## src/rtl/alu_mul_sequencer.sv

```systemverilog
// alu_mul_sequencer
// Multi-cycle 16-bit multiplier controller placed upstream of a combinational
// ALU. The product's low 16 bits are built MSB-first from ALU ADD operations
// only: every multiplier bit doubles the accumulator (acc+acc), and every set
// bit adds the multiplicand (acc+a). All sums wrap mod 2^16.
//
// Build option: MUL_EARLY_EXIT_EN
//   undefined : fixed BITS-step walk, latency BITS + popcount(b).
//   defined   : the walk starts at the highest set bit of b, and b==0
//               finishes on the accept edge with a zero product.
//
// state | meaning
// ------+-----------------------------------------------------------
// IDLE  | ready for a command, ALU held on the side-effect-free opcode
// DBL   | acc <= acc + acc for multiplier bit idx
// ADD   | acc <= acc + a_r, because multiplier bit idx is set
// DONE  | product and flags held until the result handshake
module alu_mul_sequencer #(
  parameter int          BITS     = 16,
  parameter logic [2:0]  IDLE_OPC = 3'b100
) (
  input  logic        clk,
  input  logic        rst_n,
  input  logic        in_valid,
  output logic        in_ready,
  input  logic [15:0] in_a,
  input  logic [15:0] in_b,
  output logic        out_valid,
  input  logic        out_ready,
  output logic [15:0] out_p,
  output logic        out_zer,
  output logic        out_neg,
  output logic [15:0] alu_n,
  output logic [15:0] alu_m,
  output logic        alu_c,
  output logic [2:0]  alu_opc,
  input  logic [15:0] alu_f,
  input  logic        alu_zer,
  input  logic        alu_neg
);

  localparam logic [2:0]  OPC_ADD  = 3'b000;
  localparam logic [3:0]  IDX_TOP  = 4'(BITS - 1);
  localparam logic [15:0] B_MASK   = 16'((17'h1 << BITS) - 17'h1);

  typedef enum logic [1:0] {
    S_IDLE = 2'd0,
    S_DBL  = 2'd1,
    S_ADD  = 2'd2,
    S_DONE = 2'd3
  } state_t;

  state_t      state;
  state_t      state_nx;

  logic [15:0] a_r;
  logic [15:0] b_r;
  logic [15:0] acc;
  logic [3:0]  idx;

  logic        accept;
  logic        idx_zero;
  logic        cur_bit;
  logic [15:0] b_in_m;
  logic [3:0]  idx_load;

  assign accept   = in_valid && (state == S_IDLE);
  assign idx_zero = (idx == 4'd0);
  assign cur_bit  = b_r[idx];
  assign b_in_m   = in_b & B_MASK;
  assign out_p    = acc;

`ifdef MUL_EARLY_EXIT_EN
  // Index of the highest set bit among the multiplier bits that are walked.
  function automatic logic [3:0] msb_index(input logic [15:0] v);
    logic [3:0] r;
    r = 4'd0;
    for (int i = 0; i < BITS; i++) begin
      if (v[i]) r = 4'(i);
    end
    return r;
  endfunction

  // A zero multiplier skips the walk entirely.
  logic b_in_zero;
  assign b_in_zero = (b_in_m == 16'h0000);
  assign idx_load  = msb_index(b_in_m);
`else
  assign idx_load  = IDX_TOP;
`endif

  // State register.
  always_ff @(posedge clk or negedge rst_n) begin
    if (!rst_n) begin
      state <= S_IDLE;
    end else begin
      state <= state_nx;
    end
  end

  // Next-state decode.
  always_comb begin
    state_nx = state;
    case (state)
      S_IDLE: begin
        if (accept) begin
`ifdef MUL_EARLY_EXIT_EN
          state_nx = b_in_zero ? S_DONE : S_DBL;
`else
          state_nx = S_DBL;
`endif
        end
      end
      S_DBL: begin
        if (cur_bit) begin
          state_nx = S_ADD;
        end else if (idx_zero) begin
          state_nx = S_DONE;
        end
      end
      S_ADD: begin
        state_nx = idx_zero ? S_DONE : S_DBL;
      end
      S_DONE: begin
        if (out_ready) begin
          state_nx = S_IDLE;
        end
      end
      default: state_nx = S_IDLE;
    endcase
  end

  // Handshake outputs and ALU operand/opcode drive.
  always_comb begin
    in_ready  = (state == S_IDLE);
    out_valid = (state == S_DONE);
    alu_opc   = IDLE_OPC;
    alu_m     = 16'h0000;
    alu_n     = 16'h0000;
    alu_c     = 1'b0;
    case (state)
      S_DBL: begin
        alu_opc = OPC_ADD;
        alu_m   = acc;
        alu_n   = acc;
      end
      S_ADD: begin
        alu_opc = OPC_ADD;
        alu_m   = acc;
        alu_n   = a_r;
      end
      default: ;
    endcase
  end

  // Operand capture, accumulator/flag write-back from the ALU, bit index walk.
  always_ff @(posedge clk or negedge rst_n) begin
    if (!rst_n) begin
      a_r     <= 16'h0000;
      b_r     <= 16'h0000;
      acc     <= 16'h0000;
      idx     <= 4'd0;
      out_zer <= 1'b0;
      out_neg <= 1'b0;
    end else begin
      case (state)
        S_IDLE: begin
          if (accept) begin
            a_r <= in_a;
            b_r <= b_in_m;
            acc <= 16'h0000;
            idx <= idx_load;
`ifdef MUL_EARLY_EXIT_EN
            if (b_in_zero) begin
              out_zer <= 1'b1;
              out_neg <= 1'b0;
            end
`endif
          end
        end
        S_DBL: begin
          acc     <= alu_f;
          out_zer <= alu_zer;
          out_neg <= alu_neg;
          if (!cur_bit && !idx_zero) begin
            idx <= idx - 4'd1;
          end
        end
        S_ADD: begin
          acc     <= alu_f;
          out_zer <= alu_zer;
          out_neg <= alu_neg;
          if (!idx_zero) begin
            idx <= idx - 4'd1;
          end
        end
        default: ;
      endcase
    end
  end

endmodule

```

## config.mk

```make
export PLATFORM = sky130hd
export DESIGN_NAME = alu_mul_sequencer
export DESIGN_NICKNAME = d
export VERILOG_FILES = /design/src/rtl/alu_mul_sequencer.sv
export SDC_FILE = /design/constraint.sdc
export NUM_CORES = 1
export LEC_CHECK = 0
export CORE_MARGIN = 2
export CORE_UTILIZATION = 60
export CTS_CLUSTER_SIZE = 28
export DETAILED_ROUTE_END_ITERATION = 10
export DONT_BUFFER_PORTS = 1
export PLACE_DENSITY = 0.74
export SYNTH_ARGS = -nofsm -noshare
export SYNTH_HDL_FRONTEND = slang
export SYNTH_SLANG_ARGS = --single-unit
```

## constraint.sdc

```tcl
create_clock -name clk -period 3.4 [get_ports clk]
set_input_delay 0.51 -clock clk [delete_from_list [all_inputs] [get_ports clk]]
set_output_delay 0.51 -clock clk [all_outputs]
set_load 0.02 [all_outputs]
```

==> metrics.md, run 1 <==
| Metric | Value |
|---|---|
| Max-Cap Viols | `0` |
| Period utilization | `0.859` |
| CP max stage cell | `dfrtp_1` |
| Final setup fails | `0` |
| Distinct cell type count after synthesis | `42` |
| Sequential fraction of the synthesis area | `0.452` |
| Top_reg_cell synth | `dfrtp_1` |
| Arr. time, crit path | `2.41 ns` |
| Yosys warns | `0` |
| Post-Synthesis Cells | `268` |
| Fillers | `402` |
| Top area cells in the synthesized netlist | `dfrtp_1 45%, mux2_2 8.0%, mux2i_1 6.5%` |
| CP required | `2.89 ns` |
| Multi-input logic area | `1560 sq um` |
| Min Clock Period, post-route | `2.92 ns` |
| Pre-CTS WS | `0.820 ns` |
| Post-synth EDFFs | `0` |
| Max_slew headroom | `0.543` |
| Status | `finished, final reports clean` |
| Antenna fix cells | `0` |
| CP max stage delay | `0.49 ns` |
| Initial DRC Count | `67` |
| Share of post-route cells with drive strength above 1 | `0.197` |
| Total CTS buffers | `5` |
| Die Footprint | `5760 sq um` |
| Area grow syn2layout | `5.93%` |
| Gr ovfl total | `0` |
| WL per Instance | `18.8 um` |
| # IOs | `110` |
| CP startpoint | `state[1]$_DFFE_PN0P_` |
| H-tree depth | `2` |
| Worst-path clk slew | `0.10 ns` |
| Worst hold path type | `in -> async` |
| Cell accounting for the most synthesized area | `dfrtp_1` |
| DRC | `0` |
| Most common cell after layout, fill and taps aside | `dfrtp_1` |
| Setup bufs post-CTS | `0` |
| Post-Syn Area | `3100 sq um` |
| Power Density | `1200 nW/um^2` |
| CP most frequent cell | `buf_4` |
| Vias in the first global route | `2014` |
| Register area | `1400 sq um` |
| CP top delay family | `buffers and inverters` |
| Most frequent cells in the layout | `56 x dfrtp_1, 22 x mux2_2, 20 x mux2i_1` |
| Max VDD drop | `0.616 mV` |
| R2R Path Start | `state[0]$_DFFE_PN0P_` |
| Crit path launch type | `register` |
| Initial antenna violation count | `0` |
| Routed vias | `2051` |
| Max Root-Sink Buffers | `2` |
| Clock Latency Late Sink | `0.31 ns` |
| Root buffer cell | `clkbuf_8` |
| Unrepaired setup endpoints after global routing | `false` |
| Slew @ Worst Pin | `0.685 ns` |
| CP bufs+invs | `4` |
| Hpwl dp | `4.51 mm` |
| Clock Sinks | `56` |
| Syn_area_per_cell | `11.6 sq um` |
| First-pass detailed-route iteration total | `4` |
| Starting Density | `0.615` |
| Post-CTS Resized | `0` |
| Port Buffers | `0` |
| TritonCTS clock tree | `built` |
| Site row count | `26` |
| Lkg Pwr | `1.47 nW` |
| Fin. Hold Viols | `0` |
| Fin area | `3280 sq um` |
| R2R depth | `8` |
| Stages on the worst setup path | `7` |
| Final Max Slew Viols | `0` |
| Height of the die | `75.9 um` |
| Via/cell ratio | `6.14` |
| RePlAce Congestion | `0.816` |
| Flops & latches, synth | `56` |
| Setup WS post-layout | `0.478 ns` |
| Clk_skew | `0.0116 ns` |
| Final TNS setup | `0 ns` |
| CP max FO | `28` |
| Critical path class | `reg -> out` |
| Post-synth ARST share | `1.00` |
| First-pass GRT wire length | `9.85 mm` |
| Post-DP Area | `3130 sq um` |
| DRT antenna net count | `0` |
| # nets final | `325` |
| Critical path destination | `alu_n[15]` |
| CTS Hold Bufs | `1` |
| Crit. End Element | `output pin` |
| Worst path cell trace | `inv_1 -> ha_1 -> buf_4 -> inv_2 -> nor2_1 -> buf_4 -> a22o_1` |
| FF-to-FF End | `idx[0]$_DFFE_PN0P_` |
| WL final | `6.27 mm` |
| Max frequency | `0.342 GHz` |
| Flop-to-flop setup slack | `1.01 ns` |
| Largest net degree at the start of global routing | `57` |
| Post-synth top area share | `0.452` |
| Core region area | `5040 sq um` |
| Die W | `75.9 um` |
| Total track usage | `0.228` |
==> logic make-up (layout without fill, tap and decap cells) <==
kind of cell / count (synthesis) / in the layout / synth area share
other: 1 / 3 / 0.00121
AND/OR/NAND/NOR: 50 / 50 / 0.0952
buffers and inverters: 31 / 25 / 0.0484
adder cells (fa/ha/maj): 8 / 8 / 0.0323
flip-flops: 56 / 56 / 0.452
multiplexers: 58 / 58 / 0.212
AO/OA/AOI/OAI: 64 / 64 / 0.159
==> routing by layer <==
metal / track usage / up-vias / wire length, um
met5: 0 / - / 0
met1: 0.319 / 1001 / 2750
met2: 0.346 / 83 / 2890
li1: - / 956 / -
met4: 0.0663 / 0 / 103
met3: 0.0675 / 11 / 524
==> worst min-delay path by stage <==
| stage | endpoint | cells past startpoint |
|---|---|---|
| floorplan | a_r[0]$_DFFE_PN0P_ | 0 |
| global placement | out_neg$_DFFE_PN0N_ | 0 |
| detailed placement | state[0]$_DFFE_PN0P_ | 0 |
| CTS | state[0]$_DFFE_PN0P_ | 1 |
| global route | out_neg$_DFFE_PN0N_ | 1 |
| finish | state[0]$_DFFE_PN0P_ | 1 |
==> power breakdown <==
part           switching [W]  internal, W
Clock               0.000209     0.000260
Combinational        0.00118     0.000853
Sequential          0.000441      0.00100
==> area by class of cell <==
cell class	instances	share of cell area
Multi-Input combinational cell	183	0.475
Clock inverter	1	0.00914
Clock buffer	7	0.0293
Timing Repair Buffer	7	0.0221
Tap cell	70	0.0267
Inverter	10	0.0114
Sequential cell	56	0.427
==> synthesized netlist by cell type, types with 2 or more instances <==
cell type  count
ha_1           8
nand2_1        6
inv_1          9
buf_4          4
nor2b_1        3
a22oi_1       17
mux2i_1       20
buf_6          2
o21ai_0       12
a221oi_2       2
nor3_1         7
buf_1          5
mux4_2         2
mux2_2        22
a22o_1        17
dfrtp_1       56
mux2_1        12
and2_1        18
nand3_1        2
mux2_4         2
a21oi_1        5
o21ai_1        4
clkbuf_1       7
nor2_1         6
buf_2          3
==> state kept, by name (all words and copies together), names as in the netlist <==
name and cells:
idx 4, state 2, out_zer 1, b_r 16, out_neg 1, a_r 16
out_p 16
==> stage by stage <==
stage          utilization  hold WS, ns  total power (W)  instances
6_report             0.651       0.0403          0.00395        334
5_1_grt              0.651       0.0559          0.00428        334
4_1_cts              0.651       0.0610          0.00399        334
3_5_place_dp         0.621        0.216          0.00350        325
3_3_place_gp         0.621        0.216          0.00343        325
2_1_floorplan            -        0.214          0.00314        270
No activity file was read; power rests on OpenSTA's default activity.
==> inputs of run 2 (changes only) <==
CTS_CLUSTER_SIZE = 8   (was 28)
SLEW_MARGIN = 30   (was unset)
==> results of run 2 <==
Same layout as run 1: the final DEF is identical, and so are final timing and power.
